File: src/rtl/spi_master_seq.sv
// -----------------------------------------------------------------------------
// spi_master_seq -- SPI mode-0 master sequencer.
//
// Sends a multi-byte message under a single ssel assertion. sck is derived from
// clk with a programmable half-period (DIV). tx bytes are shifted out MSB-first
// and rx bytes are assembled from miso. Setup, hold and inter-message gap
// timing are enforced so that a slave with input synchronisers sees clean edges.
//
// Ports:
//   clk, rst_n       system clock, asynchronous active-low reset
//   start, len       message request (sampled in IDLE) and length in bytes
//   tx_data/valid    host byte stream; tx_ready marks the consuming cycle
//   rx_data/valid    received byte and its one-cycle strobe
//   busy, done       message in progress / one-cycle end-of-message pulse
//   sck, mosi, miso  SPI bus; ssel is the active-low slave select
// -----------------------------------------------------------------------------
module spi_master_seq #(
  parameter int DIV       = 4,  // sck half-period in clk cycles (>=2)
  parameter int SETUP_CYC = 4,  // ssel fall to LOAD, in clk cycles
  parameter int GAP_CYC   = 8   // ssel high time before done
) (
  input  logic       clk,
  input  logic       rst_n,
  input  logic       start,
  input  logic [7:0] len,
  input  logic [7:0] tx_data,
  input  logic       tx_valid,
  output logic       tx_ready,
  output logic [7:0] rx_data,
  output logic       rx_valid,
  output logic       busy,
  output logic       done,
  output logic       sck,
  output logic       mosi,
  input  logic       miso,
  output logic       ssel
);

  localparam int CNT_MAX0 = (DIV > SETUP_CYC) ? DIV : SETUP_CYC;
  localparam int CNT_MAX  = (CNT_MAX0 > GAP_CYC) ? CNT_MAX0 : GAP_CYC;
  localparam int CW       = $clog2(CNT_MAX + 1);

  localparam logic [CW-1:0] DIV_LAST   = CW'(DIV - 1);
  localparam logic [CW-1:0] SETUP_LAST = CW'(SETUP_CYC - 1);
  localparam logic [CW-1:0] GAP_LAST   = CW'(GAP_CYC - 1);

  typedef enum logic [2:0] {
    S_IDLE, S_SETUP, S_LOAD, S_LOW, S_HIGH, S_HOLD, S_GAP
  } state_e;

  state_e        state_q, state_d;
  logic [CW-1:0] cnt_q, cnt_d;           // phase counter, reused by every timed state
  logic [2:0]    bitcnt_q, bitcnt_d;
  logic [7:0]    remaining_q, remaining_d;
  logic [7:0]    shift_q, shift_d;       // tx byte being serialised
  logic [7:0]    rx_shift_q, rx_shift_d; // rx byte being assembled
  logic [7:0]    rx_data_q, rx_data_d;
  logic          rx_valid_q, rx_valid_d;
  logic          busy_q, busy_d;
  logic          done_q, done_d;
  logic          sck_q, sck_d;
  logic          mosi_q, mosi_d;
  logic          ssel_q, ssel_d;

  always_comb begin
    // NOTE: every _d gets a default before the case so no path leaves a
    // signal unassigned, which would infer a latch.
    state_d     = state_q;
    cnt_d       = cnt_q + CW'(1);
    bitcnt_d    = bitcnt_q;
    remaining_d = remaining_q;
    shift_d     = shift_q;
    rx_shift_d  = rx_shift_q;
    rx_data_d   = rx_data_q;
    rx_valid_d  = 1'b0;
    busy_d      = busy_q;
    done_d      = 1'b0;
    sck_d       = sck_q;
    mosi_d      = mosi_q;
    ssel_d      = ssel_q;

    unique case (state_q)
      S_IDLE: begin
        cnt_d = '0;
        // done_q blocks a start that arrives in the same cycle as done.
        if (start && (len != 8'd0) && !done_q) begin
          remaining_d = len;
          ssel_d      = 1'b0;
          busy_d      = 1'b1;
          state_d     = S_SETUP;
        end
      end
      S_SETUP: begin
        if (cnt_q == SETUP_LAST) begin
          cnt_d   = '0;
          state_d = S_LOAD;
        end
      end
      S_LOAD: begin
        cnt_d = '0;
        if (tx_valid) begin
          shift_d  = tx_data;
          mosi_d   = tx_data[7];
          bitcnt_d = 3'd0;
          state_d  = S_LOW;
        end
      end
      S_LOW: begin
        if (cnt_q == DIV_LAST) begin
          cnt_d      = '0;
          sck_d      = 1'b1;
          // miso is captured on the same edge that raises sck.
          rx_shift_d = {rx_shift_q[6:0], miso};
          state_d    = S_HIGH;
        end
      end
      S_HIGH: begin
        if (cnt_q == DIV_LAST) begin
          cnt_d = '0;
          sck_d = 1'b0;
          if (bitcnt_q != 3'd7) begin
            shift_d  = {shift_q[6:0], 1'b0};
            mosi_d   = shift_q[6];
            bitcnt_d = bitcnt_q + 3'd1;
            state_d  = S_LOW;
          end else begin
            rx_data_d   = rx_shift_q;
            rx_valid_d  = 1'b1;
            remaining_d = remaining_q - 8'd1;
            state_d     = (remaining_q > 8'd1) ? S_LOAD : S_HOLD;
          end
        end
      end
      S_HOLD: begin
        if (cnt_q == DIV_LAST) begin
          cnt_d   = '0;
          ssel_d  = 1'b1;
          state_d = S_GAP;
        end
      end
      S_GAP: begin
        if (cnt_q == GAP_LAST) begin
          cnt_d   = '0;
          done_d  = 1'b1;
          busy_d  = 1'b0;
          state_d = S_IDLE;
        end
      end
      default: state_d = S_IDLE;
    endcase
  end

  // NOTE: sequential state uses non-blocking assignments so every flop
  // samples the pre-edge values of the others.
  always_ff @(posedge clk or negedge rst_n) begin
    if (!rst_n) begin
      state_q     <= S_IDLE;
      cnt_q       <= '0;
      bitcnt_q    <= 3'd0;
      remaining_q <= 8'd0;
      shift_q     <= 8'd0;
      rx_shift_q  <= 8'd0;
      rx_data_q   <= 8'd0;
      rx_valid_q  <= 1'b0;
      busy_q      <= 1'b0;
      done_q      <= 1'b0;
      sck_q       <= 1'b0;
      mosi_q      <= 1'b0;
      ssel_q      <= 1'b1;
    end else begin
      state_q     <= state_d;
      cnt_q       <= cnt_d;
      bitcnt_q    <= bitcnt_d;
      remaining_q <= remaining_d;
      shift_q     <= shift_d;
      rx_shift_q  <= rx_shift_d;
      rx_data_q   <= rx_data_d;
      rx_valid_q  <= rx_valid_d;
      busy_q      <= busy_d;
      done_q      <= done_d;
      sck_q       <= sck_d;
      mosi_q      <= mosi_d;
      ssel_q      <= ssel_d;
    end
  end

  // tx_ready is the only combinational output: it must rise in the cycle LOAD
  // is entered so the handshake costs a single LOAD cycle.
  assign tx_ready = (state_q == S_LOAD);
  assign rx_data  = rx_data_q;
  assign rx_valid = rx_valid_q;
  assign busy     = busy_q;
  assign done     = done_q;
  assign sck      = sck_q;
  assign mosi     = mosi_q;
  assign ssel     = ssel_q;

endmodule

File: config.mk
export PLATFORM = sky130hd
export DESIGN_NAME = spi_master_seq
export DESIGN_NICKNAME = d
export VERILOG_FILES = /design/src/rtl/spi_master_seq.sv
export SDC_FILE = /design/constraint.sdc
export NUM_CORES = 1
export LEC_CHECK = 0
export ABC_CLOCK_PERIOD_IN_PS = 2750
export BUFFER_PORTS_ARGS = -buffer_cell sky130_fd_sc_hd__buf_2
export CORE_ASPECT_RATIO = 1.5
export CORE_MARGIN = 10
export CORE_UTILIZATION = 40
export CTS_CLUSTER_SIZE = 10
export DETAILED_ROUTE_END_ITERATION = 6
export SETUP_SLACK_MARGIN = 0.3
export SLEW_MARGIN = 10
export SYNTH_ARGS = -nofsm -noshare
export SYNTH_HDL_FRONTEND = slang
export SYNTH_SLANG_ARGS = --single-unit
File: constraint.sdc
create_clock -name clk -period 2.75 [get_ports clk]
set_input_delay 0.275 -clock clk [delete_from_list [all_inputs] [get_ports clk]]
set_output_delay 0.275 -clock clk [all_outputs]
set_load 0.1 [all_outputs]
# After elaboration in Yosys (flattened, before gate mapping)
# Cells that the tools add are included.
# Widths: inputs -> output; s select.
[totals] ff_bits=47 out_inout_bits=15 latchBits=0 n_memories=0 ram_bits=0 wordCells=98 rom_bits=0
[op_classes] n_shift=0 n_mux=42 eq_ne=18 multipliers=0 n_div=0 n_lt_le_gt_ge=1 n_addsub=3 reduce_logical=20 n_bitwise=1
[ops] op="$mux 3" n=12
[ops] op="$mux 8" n=3
[ops] op="$mux 7" n=3
[ops] op="$pmux 3 s7" n=1
[ops] op="$ne 2x2->1 const B" n=9
[ops] op="$pmux 8 s2" n=1
[ops] op="$pmux 7 s2" n=1
[ops] op="$mux 1" n=13
[ops] op="$pmux 4 s3" n=1
[ops] op="$reduce_and 3->1" n=4
[ops] op="$reduce_bool 2->1" n=5
[ops] op="$eq 3x3->1 const B" n=3
[ops] op="$gt 8x1->1 const B" n=1
[ops] op="$mux 4" n=2
[ops] op="$pmux 1 s2" n=4
[ops] op="$reduce_and 4->1" n=2
[ops] op="$reduce_bool 8->1" n=1
[ops] op="$sub 8x1->8 const B" n=1
[ops] op="$reduce_and 7->1" n=1
[ops] op="$eq 3x2->1 const B" n=2
[ops] op="$pmux 3 s2" n=1
[ops] op="$add 4x1->4 const B" n=1
[ops] op="$eq 4x2->1 const B" n=1
[ops] op="$eq 4x3->1 const B" n=1
[ops] op="10 further kinds" n=11

# Longest topological paths before layout
# Gate-level depths: netlist of the first run.
[depth] word_depth=5 depth_mapped=7

# Worst setup path after synthesis of the first run
# OpenSTA, ideal clock, no wires.
[synth_timing] path_type="reg2out" start="reg state_q[0]" end="out tx_ready" path_buffers=0 stages_incl_launch_ff=3 slack_ns=0.537 arrival_ns=1.938 path_cell_list="dfrtp_1 > or2_1 > nor2_1"
[synth_via] elab_chain_len=1
[synth_rtl] element="start: declaration" line_no="51" text="state_e state_q, state_d;"
[synth_rtl] element="start signal: assignment" line_no="171" text="state_q <= state_d;"
[synth_rtl] element="$eq 3x2->1" line_no="189" text="assign tx_ready = (state_q == S_LOAD);"
[synth_rtl] element="end: declaration" line_no="28" text="output logic tx_ready,"
# No other way between the ends.

# Worst setup path in the final report of the first run
# Ends and elaborated chain as after synthesis.

==> results of run 1 <==
worst min-delay path by stage:
stage	end	start	cells after the start	slack (ns)
CTS	rx_shift_q[0]$_DFFE_PN0P_	miso	2	0.19
global placement	cnt_q[0]$_DFF_PN0_	cnt_q[0]$_DFF_PN0_	1	0.44
floorplan	bitcnt_q[0]$_DFFE_PN0P_	rst_n	0	-0.02
finish	state_q[1]$_DFFE_PN0P_	rst_n	1	0.15
global route	rx_shift_q[0]$_DFFE_PN0P_	miso	2	0.19
detailed placement	cnt_q[0]$_DFF_PN0_	cnt_q[0]$_DFF_PN0_	1	0.45
state kept, by name, indices dropped and copies added (netlist names):
register / flops
bitcnt_q: 3
busy: 1
cnt_q: 4
done: 1
mosi: 1
remaining_q: 8
rx_data: 8
rx_shift_q: 8
rx_valid: 1
sck: 1
shift_q: 7
ssel: 1
state_q: 3
kinds of logic after synthesis:
family          Yosys count
simple gates            102
xor+xnor                  1
buf+inv                  20
compound gates           61
mux                       9
fa+ha+maj                 5
flops                    47
cell type report:
class	count	area (µm²)
Inverter	9	33.8
Multi-Input combinational cell	178	1170
Tap cell	72	90.1
Clock inverter	3	67.6
Sequential cell	47	1180
Timing Repair Buffer	41	220
Fill cell	583	3040
Clock buffer	5	68.8
power by group through the flow:
| stage | logic, µW | clock network, µW | registers (µW) |
|---|---|---|---|
| 2_1_floorplan | 790 | 0 | 1150 |
| 3_3_place_gp | 1080 | 0 | 1100 |
| 3_5_place_dp | 1100 | 0 | 1110 |
| 4_1_cts | 1100 | 621 | 1100 |
| 5_1_grt | 1200 | 648 | 1140 |
| 6_report | 1090 | 611 | 1100 |
stage by stage:
stage          power (µW)   util  std cells
2_1_floorplan        1940      -        245
3_3_place_gp         2180  0.459        347
3_5_place_dp         2200  0.459        347
4_1_cts              2820  0.482        355
5_1_grt              2980  0.482        355
6_report             2800  0.482        355
synthesized netlist by cell type, types with 5 or more instances:
master                     instances  area (µm²)
sky130_fd_sc_hd__nand3_1           5        25.0
sky130_fd_sc_hd__dfrtp_1          46        1150
sky130_fd_sc_hd__nand2_1          48         180
sky130_fd_sc_hd__a21oi_1          12        60.1
sky130_fd_sc_hd__inv_1             6        22.5
sky130_fd_sc_hd__nor2_1           15        56.3
sky130_fd_sc_hd__mux2_4            8         120
sky130_fd_sc_hd__clkbuf_1          6        22.5
sky130_fd_sc_hd__a31oi_1           7        43.8
sky130_fd_sc_hd__o21ai_0           9        45.0
sky130_fd_sc_hd__nor3_1            5        25.0
sky130_fd_sc_hd__ha_1              5        62.6
metal layers:
metal  up-vias  track usage
li1        946            -
met2        44        0.203
met5         -            0
met1       919        0.144
met4         0       0.0649
met3        11       0.0281
critical path: stages (launching register included):
cell and delay (ns):
sky130_fd_sc_hd__dfrtp_1 0.54, sky130_fd_sc_hd__or2_1 0.36, sky130_fd_sc_hd__nor2_1 0.12, sky130_fd_sc_hd__buf_2 0.44
==> flow_metrics.tcl, run 1 <==
set metrics [dict create \
    worst_setup_path_startpoint "state_q[0]$_DFFE_PN0P_" \
    area_growth_syn_to_layout_pct 16.5 \
    dr.pass1.iters 4 \
    finalCriticalPeriod_ns 2.05 \
    yosys.area_share.simple 0.220 \
    route.met3.wl_um 275 \
    ctsHoldBuffers 0 \
    holdCritPathClass "input pin to async pin" \
    initial_utilization 0.414 \
    post_synth_num_cell_types 51 \
    yosys.area_share.adder 0.0257 \
    cts_tree "done" \
    global_route.overflow_total 0 \
    antenna_found_initial 0 \
    regToRegStartpoint "state_q[0]$_DFFE_PN0P_" \
    yosys-mux-area-fraction 0.0540 \
    vias_per_cell 5.41 \
    postSynth.asyncResetShare 1.00 \
    grt_max_degree 48 \
    max-vdd-ir-drop_v 0.000484 \
    post_syn_area_per_cell_um2 9.92 \
    regToRegEndpoint "remaining_q[2]$_DFFE_PN0P_" \
    sequentialPowerShare 0.393 \
    worst_setup_path_start_kind "flip-flop" \
    worst_hold_slack_ns 0.151 \
    crit_path_end_kind "primary output" \
    max_cap_viol_count 0 \
    diodes 0 \
    ios 36 \
    synth_warnings 0 \
    cts.htree.levels 2 \
    fp-row-count 34 \
    setup_ws_ns 0.704 \
    clock_latency_ns 0.31 \
    setup_viol 0 \
    routedWlPerCell_um 16.3 \
    combinational_family_with_the_most_area_after_synthesis "simple AND/OR/NAND/NOR gates" \
    p_sw_frac 0.415 \
    final-hold-violation-count 0 \
    timing.critical_path.fanout_max 13 \
    layout.cell_area.non_filler_um2 2830 \
    combinationalPowerShare 0.389 \
    max_slew.worst_pin.slew_ns 1.04 \
    post_dp_cell_area_um2 2700 \
    reg2reg_setup_slack_ns 0.72 \
    io_buffers 35 \
    vias_in_the_first_global_route 2024 \
    fp.dieArea_um2 9660 \
    cts_repair_resize_count 0 \
    most-common-layout-cells "sky130_fd_sc_hd__nand2_1, sky130_fd_sc_hd__dfrtp_1, sky130_fd_sc_hd__buf_2" \
    rr_worst_depth 4 \
    setup_total_negative_slack_ns 0 \
    synth_fp_nets 271 \
    detail_route.drc_violations 0 \
    outcome "finished clean" \
    netlist_area_um2 2430 \
    fmax_ghz 0.489 \
    p_int_uw 1640 \
    slew_headroom 0.306 \
    fp.dieH_um 115 \
    required_arrival_time_at_the_worst_endpoint_ns 2.48 \
    route.layer.met1.wl_mm 2.53 \
    met2_wirelength_mm 2.82 \
    synth_top_flop_cell "sky130_fd_sc_hd__dfrtp_1" \
    synth_xor_xnor_area_share 0.00360 \
    slew_viol_final 0 \
    compound_gate_portion_of_the_synthesized_area 0.180 \
    grt_setup_unrepaired "no" \
    cts-buffers-inserted 5 \
    p_per_area_nw_per_um2 987 \
    post-dp-hpwl_mm 4.18 \
    post-cts-setup-buffer-count 0 \
    worst_setup_hold_path_clk_slew_ns 0.09 \
    design.core.area_um2 5870 \
    p_sw_uw 1160 \
    place_worst_setup_slack_ns 0.727 \
    fp.dieW_um 83.7 \
    drive_above_1_share 0.261 \
    grt.total_usage 0.122 \
    vias 1920 \
    clock_tree_root_buffer_cell "sky130_fd_sc_hd__clkbuf_8" \
    routabilityCongestion 0.875 \
    clockPowerShare 0.218 \
    crit_type "flip-flop to primary output" \
    synthCells 245 \
    final_nets 308 \
    fin_crit_sh 0.744 \
    seq_area_frac_synth 0.484 \
    cts.sink_count 47 \
    static-leakage-power_uw 0.00131 \
    ant_nets 0 \
    crit_path_end "tx_ready" \
    highest-signal-layer "met4" \
    totalWireLength_mm 5.78 \
    synth-edff-count 0 \
    max-clock-path-buffers 2 \
    final.setup_skew_ns 0.00735 \
    layout_commonest_cell "sky130_fd_sc_hd__nand2_1" \
    detail_route.iter0.violations 115 \
    synth_seq_cells 47 \
    crit_path_dat_ns 1.77 \
    global_route_wire_length_before_repair_mm 9.84 \
]
(Power assumes the default switching activity.)
==> run 2: changes to the inputs <==
Settings changed: ABC_CLOCK_PERIOD_IN_PS 2750 to 1650.
Clock period 2.75 ns to 1.65 ns, I/O delays scaled along.
==> run 2 against run 1 <==
The run now ends with negative setup slack left. Combinational power rose to 3.1 times the previous value. Global-route usage rose by 1.4 points. Worst setup slack got worse by 0.95 ns. Register-to-register slack got worse by 0.97 ns. Die area did not move. Cell area rose by 29%. Cell count rose by 16%. Critical path type is now flip-flop to flip-flop. Largest cell class is now multi-input gates.
==> flow_metrics.tcl, run 2 (synthesized netlist as in run 1, its figures left out) <==
set metrics [dict create \
    detail_route.iter0.violations 151 \
    initial_utilization 0.414 \
    dr.pass1.iters 4 \
    post-dp-hpwl_mm 4.66 \
    cts-buffers-inserted 5 \
    global_route_wire_length_before_repair_mm 11.0 \
    crit_type "flip-flop to flip-flop" \
    fp-row-count 34 \
    antenna_found_initial 0 \
    slew_headroom 0.676 \
    cts_tree "done" \
    routedWlPerCell_um 16.3 \
    crit_path_dat_ns 2.11 \
    grt_setup_unrepaired "yes" \
    final-hold-violation-count 0 \
    worst_setup_path_start_kind "flip-flop" \
    fmax_ghz 0.527 \
    diodes 0 \
    clock_tree_root_buffer_cell "sky130_fd_sc_hd__clkbuf_8" \
    holdCritPathClass "input pin to flip-flop" \
    setup_ws_ns -0.248 \
    violations_in_the_final_reports "negative setup slack" \
    grt.total_usage 0.136 \
    final.setup_skew_ns 0.0118 \
    max-vdd-ir-drop_v 0.00101 \
    cts.sink_count 47 \
    required_arrival_time_at_the_worst_endpoint_ns 1.86 \
    drive_above_1_share 0.501 \
    outcome "finished with violations" \
    layoutNonFillerInstCount 411 \
    timing.critical_path.fanout_max 7 \
    worst_setup_hold_path_clk_slew_ns 0.09 \
    ant_nets 0 \
    p_per_area_nw_per_um2 1660 \
    routabilityCongestion 0.860 \
    crit_path_end_kind "flip-flop" \
    fp.dieW_um 83.7 \
    area_growth_syn_to_layout_pct 50.4 \
    grt_max_degree 34 \
    numPlacedInstances 391 \
    vias_in_the_first_global_route 2300 \
    max_slew.worst_pin.slew_ns 0.490 \
    static-leakage-power_uw 0.00166 \
    totalWireLength_mm 6.71 \
    global_route.overflow_total 0 \
    design.core.area_um2 5870 \
    max_cap_viol_count 0 \
    totalPowerFinal_uw 6080 \
    ios 36 \
    io_buffers 35 \
    max-clock-path-buffers 2 \
    globalRouteMet1Util 0.149 \
    finalCriticalPeriod_ns 1.90 \
    fp.dieArea_um2 9660 \
    fin_crit_sh 1.15 \
    cts.htree.levels 2 \
    layout_commonest_cell "sky130_fd_sc_hd__nand2_1" \
    globalRouteMet2Util 0.251 \
    clock_latency_ns 0.31 \
    grt_most_used_layer "met2" \
    detail_route.drc_violations 0 \
    slew_viol_final 0 \
    vias_per_cell 5.32 \
    vias 2185 \
    fp.dieH_um 115 \
    final_nets 364 \
    setup_viol 23 \
    grt_util_met3 0.0302 \
    fillerInstances 459 \
    most-common-layout-cells "sky130_fd_sc_hd__nand2_1, sky130_fd_sc_hd__dfrtp_1, sky130_fd_sc_hd__buf_4" \
]
## run 2: changes by cell type in the layout (fill, tap and decap cells not counted), sizes merged
cell	change
buf	+55
dlygate4sd3	+1
## run 2: report_power, final
group	internal [µW]	total, µW	switching [µW]	leakage (µW)
Sequential	1470	1680	209	0.000594
Clock	604	1020	412	0.0000644
Combinational	1570	3390	1820	0.00100
## run 2: repair_timing
action / 4_1_cts / 5_1_grt
gates resized for setup: 43 / 24
endpoints found under the hold margin: 13 / 0
endpoints found under the setup margin: 44 / 48
pin swaps: 17 / 11
setup buffers: 6 / 3
hold buffers: 1 / 0
gates cloned: 2 / 0
## run 2: per-layer routing
layer  share of wire  routed length [µm]
met4           0.012                  80
met5               0                   0
met1            0.41                2750
met3           0.049                 329
met2            0.53                3550
## run 2: final timing paths
path                                               to  cells after the start  slack [ns]               startpoint
max                            shift_q[4]$_DFFE_PN0P_                      7       -0.25  bitcnt_q[0]$_DFFE_PN0P_
min                         rx_shift_q[0]$_DFFE_PN0P_                      2        0.08                     miso
max reg2reg                    shift_q[4]$_DFFE_PN0P_                      7       -0.25  bitcnt_q[0]$_DFFE_PN0P_
min reg2reg                    rx_data[4]$_DFFE_PN0P_                      2        0.48   rx_data[4]$_DFFE_PN0P_
max in group asynchronous  remaining_q[5]$_DFFE_PN0P_                      3        0.85                    rst_n
min in group asynchronous      rx_data[0]$_DFFE_PN0P_                      2        0.30                    rst_n
## run 2: area by class of cell
class / instances / area, µm² / share of cell area
multi-input combinational: 178 / 1470 / 0.401
sequential: 47 / 1180 / 0.323
inverter: 9 / 38.8 / 0.0106
timing repair buffer: 97 / 744 / 0.204
clock inverter: 3 / 67.6 / 0.0185
tap: 72 / 90.1 / 0.0246
clock buffer: 5 / 68.8 / 0.0188
## run 2: worst max-delay path, stage by stage (launching register included)
cell	delay (ns)
sky130_fd_sc_hd__dfrtp_1	0.39
sky130_fd_sc_hd__ha_2	0.20
sky130_fd_sc_hd__ha_4	0.16
sky130_fd_sc_hd__or3b_4	0.40
sky130_fd_sc_hd__a221oi_4	0.28
sky130_fd_sc_hd__buf_6	0.17
sky130_fd_sc_hd__nor2_1	0.04
sky130_fd_sc_hd__a31oi_1	0.17
## run 2: stage by stage
step	setup WS (ns)	util	hold WS, ns	setup TNS [ns]	instance area, µm²
floorplan	-0.289	-	-0.131	-4.26	2500
global placement	-0.152	0.533	0.103	-2.20	3130
detailed placement	-0.222	0.533	0.106	-2.82	3130
CTS	-0.234	0.598	0.0702	-3.26	3510
global route	-0.303	0.623	0.0685	-5.34	3660
finish	-0.248	0.623	0.0794	-3.58	3660
==> run 3: changes to the inputs <==
Settings changed: RECOVER_POWER set to 100.
==> run 3 against run 2 <==
The run still ends with negative setup slack left. Global-route usage unchanged. Combinational power down 1%. Die area unchanged. Worst hold slack better by 0.00095 ns. Clock power about the same. Largest power group unchanged.
==> flow_metrics.tcl, run 3 (synthesized netlist as in run 1, its figures left out) <==
set metrics [dict create \
    holdCritPathClass "input pin to flip-flop" \
    fin_crit_sh 1.15 \
    detail_route.iter0.violations 142 \
    worstHoldStart "miso" \
    fp-row-count 34 \
    ant_nets 0 \
    dr.pass1.iters 4 \
    setup_ws_ns -0.250 \
    finalCriticalPeriod_ns 1.90 \
    fillerInstances 463 \
    multi_input_area_um2 1460 \
    antenna_found_initial 0 \
    max_slew.worst_pin.slew_ns 0.835 \
    area_growth_syn_to_layout_pct 49.0 \
    cts.sink_count 47 \
    diodes 0 \
    most-common-layout-cells "sky130_fd_sc_hd__nand2_1, sky130_fd_sc_hd__dfrtp_1, sky130_fd_sc_hd__buf_4" \
    cts-buffers-inserted 5 \
    crit_path_dat_ns 2.11 \
    grt_setup_unrepaired "yes" \
    initial_utilization 0.414 \
    slew_viol_final 0 \
    detail_route.drc_violations 0 \
    totalWireLength_mm 6.74 \
    grt_max_degree 34 \
    worst_setup_path_start_kind "flip-flop" \
    clock_latency_ns 0.31 \
    setup_viol 23 \
    crit_path_end_kind "flip-flop" \
    vias 2179 \
    clock_tree_root_buffer_cell "sky130_fd_sc_hd__clkbuf_8" \
    reg2reg_setup_slack_ns -0.25 \
    regToRegStartpoint "bitcnt_q[0]$_DFFE_PN0P_" \
    min_to "rx_shift_q[0]$_DFFE_PN0P_" \
    p_per_area_nw_per_um2 1670 \
    routabilityCongestion 0.860 \
    static-leakage-power_uw 0.00164 \
    vias_per_cell 5.30 \
    global_route.overflow_total 0 \
    outcome "finished with violations" \
    final-hold-violation-count 0 \
    seq_area_um2 1180 \
    fp.dieArea_um2 9660 \
    worst_hold_slack_ns 0.0804 \
    violations_in_the_final_reports "negative setup slack" \
    post-dp-hpwl_mm 4.66 \
    grt.total_usage 0.136 \
    design.core.area_um2 5870 \
    fp.dieH_um 115 \
    slew_headroom 0.443 \
    layout_commonest_cell "sky130_fd_sc_hd__nand2_1" \
    cts_tree "done" \
    final.setup_skew_ns 0.0114 \
    io_buffers 35 \
    worst_setup_hold_path_clk_slew_ns 0.09 \
    drive_above_1_share 0.493 \
    fp.dieW_um 83.7 \
    vias_in_the_first_global_route 2300 \
    place_worst_setup_slack_ns -0.222 \
    ios 36 \
    cts.htree.levels 2 \
    max-vdd-ir-drop_v 0.000991 \
    max-clock-path-buffers 2 \
    routedWlPerCell_um 16.4 \
    global_route_wire_length_before_repair_mm 11.0 \
    crit_type "flip-flop to flip-flop" \
    fmax_ghz 0.526 \
    totalPowerFinal_uw 6030 \
    worstHoldPathCells 2 \
    required_arrival_time_at_the_worst_endpoint_ns 1.86 \
    max_cap_viol_count 0 \
    timing.critical_path.fanout_max 7 \
    rr_worst_depth 7 \
    regToRegEndpoint "shift_q[4]$_DFFE_PN0P_" \
    post_dp_cell_area_um2 3130 \
    final_nets 364 \
    layout.cell_area.non_filler_um2 3620 \
]
[run 3: layout make-up]
| class | count | area share |
|---|---|---|
| Multi-Input combinational cell | 178 | 0.403 |
| Sequential cell | 47 | 0.326 |
| Timing Repair Buffer | 97 | 0.198 |
| Tap cell | 72 | 0.0249 |
| Clock buffer | 5 | 0.0190 |
| Clock inverter | 3 | 0.0186 |
| Inverter | 9 | 0.0107 |
[run 3: worst max path at each step]
stage | start | endpoint | slack (ns) | depth (start not counted)
5_1_grt | bitcnt_q[0]$_DFFE_PN0P_ | shift_q[2]$_DFFE_PN0P_ | -0.30 | 7
6_report | bitcnt_q[0]$_DFFE_PN0P_ | shift_q[4]$_DFFE_PN0P_ | -0.25 | 7
3_3_place_gp | remaining_q[5]$_DFFE_PN0P_ | state_q[2]$_DFFE_PN0P_ | -0.15 | 4
2_1_floorplan | cnt_q[0]$_DFF_PN0_ | rx_shift_q[0]$_DFFE_PN0P_ | -0.29 | 4
4_1_cts | bitcnt_q[0]$_DFFE_PN0P_ | shift_q[4]$_DFFE_PN0P_ | -0.23 | 6
3_5_place_dp | bitcnt_q[0]$_DFFE_PN0P_ | shift_q[4]$_DFFE_PN0P_ | -0.22 | 7
[run 3: per-layer routing]
| layer | share of wire | track usage |
|---|---|---|
| met5 | 0 | 0 |
| met4 | 0.012 | 0.0504 |
| met3 | 0.045 | 0.0302 |
| met2 | 0.53 | 0.251 |
| met1 | 0.41 | 0.149 |
[run 3: critical path, stage by stage (launching register included)]
cell and delay (ns):
sky130_fd_sc_hd__dfrtp_1 0.39, sky130_fd_sc_hd__ha_2 0.20, sky130_fd_sc_hd__ha_4 0.16, sky130_fd_sc_hd__or3b_4 0.40, sky130_fd_sc_hd__a221oi_4 0.28, sky130_fd_sc_hd__buf_6 0.17
sky130_fd_sc_hd__nor2_1 0.04, sky130_fd_sc_hd__a31oi_1 0.17
[run 3: where the power goes]
part | leakage [µW] | switching (µW) | internal [µW]
registers | 0.000594 | 209 | 1470
logic | 0.000980 | 1810 | 1530
clock network | 0.0000644 | 410 | 604
total | 0.00164 | 2430 | 3600
[run 3: what timing repair did]
item	4_1_cts	5_1_grt
setup buffers	6	3
hold buffers	1	0
gates cloned	2	0
resized for setup	43	24
pin swaps	17	11
hold endpoints to repair	13	0
endpoints found under the setup margin	44	48
[run 3: through the flow]
step | TNS (ns) | instances | utilization
2_1_floorplan | -4.26 | 245 | -
3_3_place_gp | -2.20 | 391 | 0.533
3_5_place_dp | -2.82 | 391 | 0.533
4_1_cts | -3.26 | 408 | 0.598
5_1_grt | -7.88 | 411 | 0.617
6_report | -3.62 | 411 | 0.617
